**config.mk**
```make
export PLATFORM = sky130hd
export DESIGN_NAME = uart_transmitter_flat
export DESIGN_NICKNAME = d
export VERILOG_FILES = /design/src/rtl/uart_transmitter_if.sv /design/src/rtl/uart_transmitter.sv /design/src/flat_wrapper.sv
export SDC_FILE = /design/constraint.sdc
export NUM_CORES = 1
export LEC_CHECK = 0
export ABC_AREA = 1
export ABC_CLOCK_PERIOD_IN_PS = 2100
export CORE_MARGIN = 2
export CORE_UTILIZATION = 45
export CTS_CLUSTER_DIAMETER = 60
export DETAILED_ROUTE_END_ITERATION = 10
export PLACE_DENSITY = 0.66
export SLEW_MARGIN = 20
export SYNTH_ARGS = -nofsm -noshare
export SYNTH_HDL_FRONTEND = slang
export SYNTH_SLANG_ARGS = --single-unit
```
**constraint.sdc**
```tcl
create_clock -name clk -period 2.1 [get_ports clk]
set_input_delay 0.525 -clock clk [delete_from_list [all_inputs] [get_ports clk]]
set_output_delay 0.525 -clock clk [all_outputs]
set_load 0.005 [all_outputs]
```
**src/rtl/uart_transmitter_if.sv**
```systemverilog
// Host-side handshake and serial line of the UART transmitter.
// master = host issuing bytes, slave = transmitter.
interface uart_transmitter_if;
    logic       txEn;
    logic       txStart;
    logic [7:0] tx_data;
    logic       tx;
    logic       ready;
    logic       busy;
    logic       done;

    modport master (
        output txEn, txStart, tx_data,
        input  tx, ready, busy, done
    );

    modport slave (
        input  txEn, txStart, tx_data,
        output tx, ready, busy, done
    );
endinterface

```
**src/rtl/uart_transmitter.sv**
```systemverilog
// UART framer: start, 8 data LSB-first, optional even parity, stop; tx low 1 cycle after accept.
// No queuing: txStart is taken only when ready (IDLE, enabled, out of reset), otherwise dropped.
module uart_transmitter #(
    parameter int TICKS_PER_BIT = 16,
    parameter bit PARITY_EN     = 1'b1
) (
    input  logic              clk,
    input  logic              rst,
    uart_transmitter_if.slave bus
);
    localparam int TW = (TICKS_PER_BIT > 16) ? $clog2(TICKS_PER_BIT) : 4;
    localparam logic [TW-1:0] TICK_LAST = TW'(TICKS_PER_BIT - 1);

    typedef enum logic [2:0] {
        IDLE      = 3'd0,
        START_BIT = 3'd1,
        DATA_BITS = 3'd2,
        PARITY    = 3'd3,
        STOP_BIT  = 3'd4
    } state_t;

    state_t          state_q;
    logic [TW-1:0]   tick_q;
    logic [2:0]      idx_q;
    logic [7:0]      shift_q;
    logic            par_q;
    logic            tx_q;
    logic            busy_q;
    logic            done_q;
    logic            tick_last;

    assign tick_last = (tick_q == TICK_LAST);

    always_ff @(posedge clk) begin
        if (rst) begin
            state_q <= IDLE;
            tick_q  <= '0;
            idx_q   <= '0;
            shift_q <= '0;
            par_q   <= 1'b0;
            tx_q    <= 1'b1;
            busy_q  <= 1'b0;
            done_q  <= 1'b0;
        end else if (!bus.txEn) begin
            state_q <= IDLE;
            tick_q  <= '0;
            idx_q   <= '0;
            tx_q    <= 1'b1;
            busy_q  <= 1'b0;
            done_q  <= 1'b0;
        end else begin
            done_q <= 1'b0;
            case (state_q)
                IDLE: begin
                    tick_q <= '0;
                    idx_q  <= '0;
                    tx_q   <= 1'b1;
                    busy_q <= 1'b0;
                    if (bus.txStart) begin
                        shift_q <= bus.tx_data;
                        par_q   <= ^bus.tx_data;
                        tx_q    <= 1'b0;
                        busy_q  <= 1'b1;
                        state_q <= START_BIT;
                    end
                end
                START_BIT: begin
                    if (tick_last) begin
                        tick_q  <= '0;
                        idx_q   <= '0;
                        tx_q    <= shift_q[0];
                        shift_q <= {1'b0, shift_q[7:1]};
                        state_q <= DATA_BITS;
                    end else begin
                        tick_q <= tick_q + TW'(1);
                    end
                end
                DATA_BITS: begin
                    if (tick_last) begin
                        tick_q <= '0;
                        if (idx_q == 3'd7) begin
                            // Parity was computed at capture, so the emptied shifter is irrelevant here.
                            if (PARITY_EN) begin
                                tx_q    <= par_q;
                                state_q <= PARITY;
                            end else begin
                                tx_q    <= 1'b1;
                                state_q <= STOP_BIT;
                            end
                        end else begin
                            idx_q   <= idx_q + 3'd1;
                            tx_q    <= shift_q[0];
                            shift_q <= {1'b0, shift_q[7:1]};
                        end
                    end else begin
                        tick_q <= tick_q + TW'(1);
                    end
                end
                PARITY: begin
                    if (tick_last) begin
                        tick_q  <= '0;
                        tx_q    <= 1'b1;
                        state_q <= STOP_BIT;
                    end else begin
                        tick_q <= tick_q + TW'(1);
                    end
                end
                STOP_BIT: begin
                    if (tick_last) begin
                        tick_q  <= '0;
                        idx_q   <= '0;
                        tx_q    <= 1'b1;
                        busy_q  <= 1'b0;
                        done_q  <= 1'b1;
                        state_q <= IDLE;
                    end else begin
                        tick_q <= tick_q + TW'(1);
                    end
                end
                default: begin
                    state_q <= IDLE;
                    tick_q  <= '0;
                    idx_q   <= '0;
                    tx_q    <= 1'b1;
                    busy_q  <= 1'b0;
                end
            endcase
        end
    end

    assign bus.tx    = tx_q;
    assign bus.busy  = busy_q;
    assign bus.done  = done_q;
    assign bus.ready = (state_q == IDLE) && bus.txEn && !rst;
endmodule

```
**src/flat_wrapper.sv**
```systemverilog
// flat-port wrapper written by rule: the top's interface ports become plain ports
module uart_transmitter_flat 
#(
    parameter int TICKS_PER_BIT = 16,
    parameter bit PARITY_EN     = 1'b1
)
  (clk, rst, bus_txEn, bus_txStart, bus_tx_data, bus_tx, bus_ready, bus_busy, bus_done);
  uart_transmitter_if bus_i ();
  input  logic clk;
  input  logic rst;
  input wire logic [$bits(bus_i.txEn)-1:0] bus_txEn;
  input wire logic [$bits(bus_i.txStart)-1:0] bus_txStart;
  input wire logic [$bits(bus_i.tx_data)-1:0] bus_tx_data;
  output wire logic [$bits(bus_i.tx)-1:0] bus_tx;
  output wire logic [$bits(bus_i.ready)-1:0] bus_ready;
  output wire logic [$bits(bus_i.busy)-1:0] bus_busy;
  output wire logic [$bits(bus_i.done)-1:0] bus_done;
  assign bus_i.txEn = bus_txEn;
  assign bus_i.txStart = bus_txStart;
  assign bus_i.tx_data = bus_tx_data;
  assign bus_tx = bus_i.tx;
  assign bus_ready = bus_i.ready;
  assign bus_busy = bus_i.busy;
  assign bus_done = bus_i.done;
  uart_transmitter #(.TICKS_PER_BIT(TICKS_PER_BIT), .PARITY_EN(PARITY_EN)) u_core (.clk(clk), .rst(rst), .bus(bus_i));
endmodule
```
==> results.py, run 1 <==
metrics = {
    "worst_hold_path": {
        "hold_depth": 2,
        "worstHoldPathType": "register to register",
    },
    "clock_tree": {
        "clk_latency_ns": 0.31,
        "htree_num_levels": 1,
        "clock_path_buffers": 2,
        "clkSinkCount": 22,
        "cts_tree": "done",
        "cts_buffers": 3,
        "cts_root_buffer": "clkbuf_4",
        "clk_pin_slew_ns": 0.13,
        "hold_buffers": 0,
    },
    "sta": {
        "slew_headroom_pct": 71.73,
        "fmax_ghz": 0.5058,
        "hold_violations": 0,
        "rsz0062_at_grt": "no",
        "setup_viol": 0,
        "final.setup_skew_ns": 0.005607,
        "final.period_utilization_pct": 94.15,
        "setup_ws_ns": 0.1228,
        "period_minus_slack_ns": 1.977,
        "holdWs_ns": 0.4672,
        "worst_slew_pin_slew_ns": 0.4229,
        "slew_violations": 0,
    },
    "detailed_routing": {
        "antenna_left": 0,
        "wl_um": 2472,
        "viasPerCell": 4.607,
        "wl_met1_um": 1370,
        "route.met3.wl_um": 73,
        "drc_errors": 0,
        "met2_length_um": 1018,
        "first_iter_violations": 26,
        "wl_per_cell_um": 9.619,
        "num_vias": 1184,
        "top_layer": "met4",
        "drt_first_pass_iters": 4,
    },
    "synth": {
        "synth_top_area_cell": "dfxtp_1",
        "synth_nets": 219,
        "synth_common_cells": "56 x nand2_1, 31 x inv_1, 28 x nor2_1",
        "ys_seq_elements": 22,
        "ys.flop_type": "dfxtp_1",
        "synthArstFlopShare_pct": 0,
        "syn_area_mm2": 0.001371,
        "avgSynthCellArea_um2": 6.722,
        "post-synth-top-count-cell": "nand2_1",
        "synth_top_area_share_pct": 32.12,
        "yosysWarnings": 0,
        "synth-edff-count": 0,
        "yosys-top-cells-area": "dfxtp_1 32%, nand2_1 15%, inv_1 8.5%",
        "yosys.cell_types.count": 22,
        "synth.yosys.seq_area_share_pct": 32.12,
        "postSynthCellCount": 204,
    },
    "job": {
        "maxCapViolCount": 0,
    },
    "floorplanning": {
        "coreArea_mm2": 0.002978,
        "dieArea_mm2": 0.003505,
        "ios": 16,
        "start_util_pct": 46.05,
        "die_h_um": 59.20,
        "die_x_um": 59.20,
        "rows": 20,
    },
    "finish": {
        "drive_above_1_share_pct": 12.05,
        "nNetsFinal": 240,
        "area_growth_pct": 17.24,
        "final_util_pct": 53.99,
        "diodes": 0,
    },
    "setup_path": {
        "cp_num_cells": 5,
        "cp_max_fo": 2,
        "rr_worst_depth": 7,
        "critical_path_class": "primary input to output pin",
        "cp.required_ns": 1.57,
        "cp_top_family": "buffers and inverters",
        "cp.arrival_ns": 1.45,
        "crit_buf_inv": 3,
        "startpoint_type": "primary input",
        "end_kind": "output pin",
        "r2r_slack_ns": 0.56,
        "slowest_stage": "clkdlybuf4s50_1",
        "worstPathCellList": "clkdlybuf4s50_1, nor2_2, inv_1, nor3_1, clkbuf_2",
        "r2r_start": "u_core.state_q[1]$_SDFFE_PP0P_",
        "crit_start": "rst",
        "critical-path-max-stage-delay_ns": 0.43,
        "r2r-end": "u_core.idx_q[1]$_SDFFE_PP0P_",
        "worstSetupEndpoint": "bus_ready",
    },
    "placed_design": {
        "numPortBuffers": 15,
        "dp_hpwl_um": 1915,
        "place_congestion": 0.7949,
        "place_ws_ns": -0.3880,
    },
    "run_status": {
        "status": "complete, no violations",
    },
    "global_routing": {
        "grt_pass1_wl_um": 4540,
        "antenna_found_initial": 0,
        "grt_use_total_pct": 16.88,
        "grt_max_degree": 15,
        "grt_overflow_total": 0,
        "grt_pass1_vias": 1049,
    },
    "power": {
        "combPwrFrac_pct": 27.2,
        "powerDensity_mw_per_mm2": 678.9,
        "p_sw_uw": 330.7,
        "irDropWorstVdd_mv": 0.4022,
        "p_clk_share_pct": 29.9,
        "internal_power_uw": 760.9,
        "p_leak_uw": 0.0007901,
        "sequentialPowerShare_pct": 42.9,
        "switching_share_pct": 30.29,
    },
}
worst min path at each step:
| stage | start | endpoint | slack (ns) |
|---|---|---|---|
| global placement | u_core.tick_q[0]$_SDFF_PP0_ | u_core.tick_q[0]$_SDFF_PP0_ | 0.43 |
| floorplan | u_core.tick_q[0]$_SDFF_PP0_ | u_core.tick_q[0]$_SDFF_PP0_ | 0.42 |
| detailed placement | u_core.tick_q[0]$_SDFF_PP0_ | u_core.tick_q[0]$_SDFF_PP0_ | 0.44 |
| global route | u_core.tick_q[0]$_SDFF_PP0_ | u_core.tick_q[0]$_SDFF_PP0_ | 0.51 |
| finish | u_core.bus.busy$_SDFFE_PP0P_ | u_core.bus.busy$_SDFFE_PP0P_ | 0.47 |
| CTS | u_core.tick_q[0]$_SDFF_PP0_ | u_core.tick_q[0]$_SDFF_PP0_ | 0.47 |
cell families (layout without fill, tap and decap cells):
logic type      Yosys count  in the layout  synth area share [%]
flops                    22             22                 32.12
compound gates           21             21                 7.664
buf+inv                  35             55                 11.41
simple gates            116            116                 41.61
xor+xnor                  7              7                 4.471
fa+ha+maj                 3              3                 2.738
power by group through the flow:
stage	sequential (uW)	clock, uW	combinational, uW
after floorplan	474	0	230
after global placement	477	0	296
after detailed placement	478	0	299
after CTS	468	336	299
after global routing	473	364	343
final	469	327	296
layout by cell type (no fill, tap or decap), types with 4 or more instances in the layout:
cell type        Yosys  final
o21ai_1              4      4
nand3_1             13     13
a21oi_1             11     11
nand2_4              5      5
nor2_1              28     27
buf_4                0      4
clkdlybuf4s50_1      0     13
nand2_1             56     56
nand2_2              4      4
dfxtp_1             22     22
inv_1               31     31
xnor2_1              4      4
o21ai_0              6      6
flip-flops by register name, indices dropped and copies added, names as in the netlist:
name	count
u_core.shift_q	8
u_core.tick_q	4
u_core.idx_q	3
u_core.state_q	3
u_core.bus.busy	1
u_core.bus.done	1
u_core.bus.tx	1
u_core.par_q	1
final cells by class:
type | instances | area (um2)
inverter | 32 | 122.6
fill | 311 | 1370
tap | 33 | 41.29
timing repair buffer | 19 | 173.9
clock inverter | 1 | 30.03
clock buffer | 3 | 22.52
multi-input combinational | 147 | 777.0
sequential | 22 | 440.4
routing by layer:
layer,vias to the layer above,global-route usage [%]
li1,670,-
met1,501,24.33
met2,11,25.43
met3,2,4.585
met4,0,2.922
met5,-,0
repair_timing:
| item | 4_1_cts | 5_1_grt |
|---|---|---|
| endpoints found under the setup margin | 1 | 1 |
| gates resized for setup | 3 | 2 |
| setup buffers | 0 | 0 |
per-stage QoR:
step           std cells  cell area (um2)  power (uW)  TNS (ns)
5_1_grt              257             1608        1179         0
2_1_floorplan        204             1371       704.1         0
4_1_cts              257             1612        1104         0
3_5_place_dp         253             1559       776.5   -0.3880
3_3_place_gp         253             1559       773.6   -0.3433
6_report             257             1608        1092         0
worst register-to-register path: stages, from the launching register on:
cell	delay, ns
dfxtp_1	0.56
inv_1	0.19
nand3_1	0.18
nand2_2	0.11
nand2_4	0.12
nand3_4	0.11
a21oi_1	0.14
nor2_1	0.05
(Power assumes the default switching activity.)
==> inputs of run 2 (changes only) <==
==> constraint.sdc (replaced) <==
create_clock -name clk -period 2.1 [get_ports clk]
set_input_delay 0.525 -clock clk [delete_from_list [all_inputs] [get_ports clk]]
set_output_delay 0.525 -clock clk [all_outputs]
set_load 0.1 [all_outputs]
==> run 2 against run 1 <==
Effect of this change: utilization rose by 0.59 points; largest cell class unchanged; worst hold slack got worse by 0.0028 ns; clock skew shrank 0.0027 ns; global-route usage up 0.41 points; total power is 4.1% lower; flip-flop and latch count did not move.
==> results.py, run 2 (same netlist as run 1, synthesis figures left out) <==
metrics = {
    "job": {
        "maxCapViolCount": 0,
    },
    "detailed_routing": {
        "viasPerCell": 4.739,
        "first_iter_violations": 34,
        "num_vias": 1218,
        "antenna_left": 0,
        "drc_errors": 0,
        "wl_um": 2585,
        "drt_first_pass_iters": 4,
        "wl_per_cell_um": 10.06,
    },
    "setup_path": {
        "critical_path_class": "primary input to output pin",
        "cp_max_fo": 2,
        "cp.required_ns": 1.57,
        "cp.arrival_ns": 1.44,
        "end_kind": "output pin",
        "r2r_slack_ns": 0.49,
        "startpoint_type": "primary input",
    },
    "finish": {
        "final_util_pct": 54.58,
        "top_regs": "u_core.shift_q: 8 flops, u_core.tick_q: 4 flops",
        "top_register": "u_core.shift_q",
        "diodes": 0,
        "nNetsFinal": 240,
        "area.sequential_um2": 440.4,
        "area_growth_pct": 18.52,
        "largest_reg_flops": 8,
        "drive_above_1_share_pct": 14.73,
        "final_common_cell": "nand2_1",
        "multiInputGateArea_um2": 793.3,
        "nFillCells": 300,
        "final_cells": 257,
        "mostFrequentLayoutCells": "56 x nand2_1, 29 x inv_1, 27 x nor2_1",
    },
    "floorplanning": {
        "coreArea_mm2": 0.002978,
        "rows": 20,
        "die_h_um": 59.20,
        "start_util_pct": 46.05,
        "ios": 16,
        "die_x_um": 59.20,
        "dieArea_mm2": 0.003505,
    },
    "placed_design": {
        "place_congestion": 0.8039,
        "dp.cells": 253,
        "dp_hpwl_um": 2076,
        "numPortBuffers": 15,
    },
    "power": {
        "power_uw": 1047,
        "powerDensity_mw_per_mm2": 644.2,
        "p_leak_uw": 0.0008027,
        "irDropWorstVdd_mv": 0.3012,
    },
    "clock_tree": {
        "clk_latency_ns": 0.31,
        "cts_tree": "done",
        "htree_num_levels": 1,
        "clkSinkCount": 22,
        "cts_buffers": 3,
        "postCtsSetupBuffers": 0,
        "cts_root_buffer": "clkbuf_4",
        "clock_path_buffers": 2,
        "clk_pin_slew_ns": 0.12,
    },
    "sta": {
        "hold_violations": 0,
        "final.setup_skew_ns": 0.002857,
        "period_minus_slack_ns": 1.962,
        "rsz0062_at_grt": "no",
        "fmax_ghz": 0.5098,
        "slew_violations": 0,
        "final.period_utilization_pct": 93.41,
        "setup_viol": 0,
        "slew_headroom_pct": 71.16,
        "worst_slew_pin_slew_ns": 0.4314,
        "holdWs_ns": 0.4645,
    },
    "global_routing": {
        "grt_use_total_pct": 17.29,
        "grt_max_degree": 15,
        "grt_pass1_wl_um": 4705,
        "grt_pass1_vias": 1143,
        "grt_overflow_total": 0,
        "antenna_found_initial": 0,
    },
    "worst_hold_path": {
        "worstHoldPathType": "register to register",
    },
    "run_status": {
        "status": "complete, no violations",
    },
}
[run 2: critical path: stages]
cell,delay (ns)
dlygate4sd2_1,0.32
inv_8,0.04
nor2_4,0.11
inv_2,0.05
nor3_4,0.19
buf_12,0.20
[run 2: final timing paths]
kind                                  end                            from  cells past startpoint
min           u_core.tick_q[0]$_SDFF_PP0_     u_core.tick_q[0]$_SDFF_PP0_                      1
max reg2reg  u_core.idx_q[0]$_SDFFE_PP0P_  u_core.state_q[1]$_SDFFE_PP0P_                      7
min reg2reg   u_core.tick_q[0]$_SDFF_PP0_     u_core.tick_q[0]$_SDFF_PP0_                      1
max                             bus_ready                        bus_txEn                      6
[run 2: through the flow]
step           setup TNS (ns)  setup slack (ns)  cell area [um2]
6_report                    0            0.1384             1625
5_1_grt                     0           0.06213             1625
4_1_cts                     0          0.002775             1623
3_5_place_dp          -0.1634           -0.1634             1588
3_3_place_gp          -0.1337           -0.1337             1588
2_1_floorplan       -0.003104         -0.003104             1398
[run 2: final cells by class]
class	count	share of cell area [%]
clock buffer	4	2.232
inverter	32	8.006
multi-input combinational	147	48.81
sequential	22	27.10
tap	33	2.540
timing repair buffer	19	11.32
[run 2: per-layer routing]
metal	share of wire [%]	track usage, %
met1	49	23.04
met2	48	28.57
met3	1.5	2.183
met4	0.58	6.169
met5	0	0
[run 2: report_power, final]
part	switching [uW]	internal (uW)	total, uW
combinational	218	125	343
sequential	19.2	450	469
clock	130	106	235
[run 2: repair_timing]
item,in CTS,in global routing
endpoints found under the hold margin,0,0
hold buffers,0,0
endpoints found under the setup margin,1,1
pin swaps,0,1
gates resized for setup,1,1
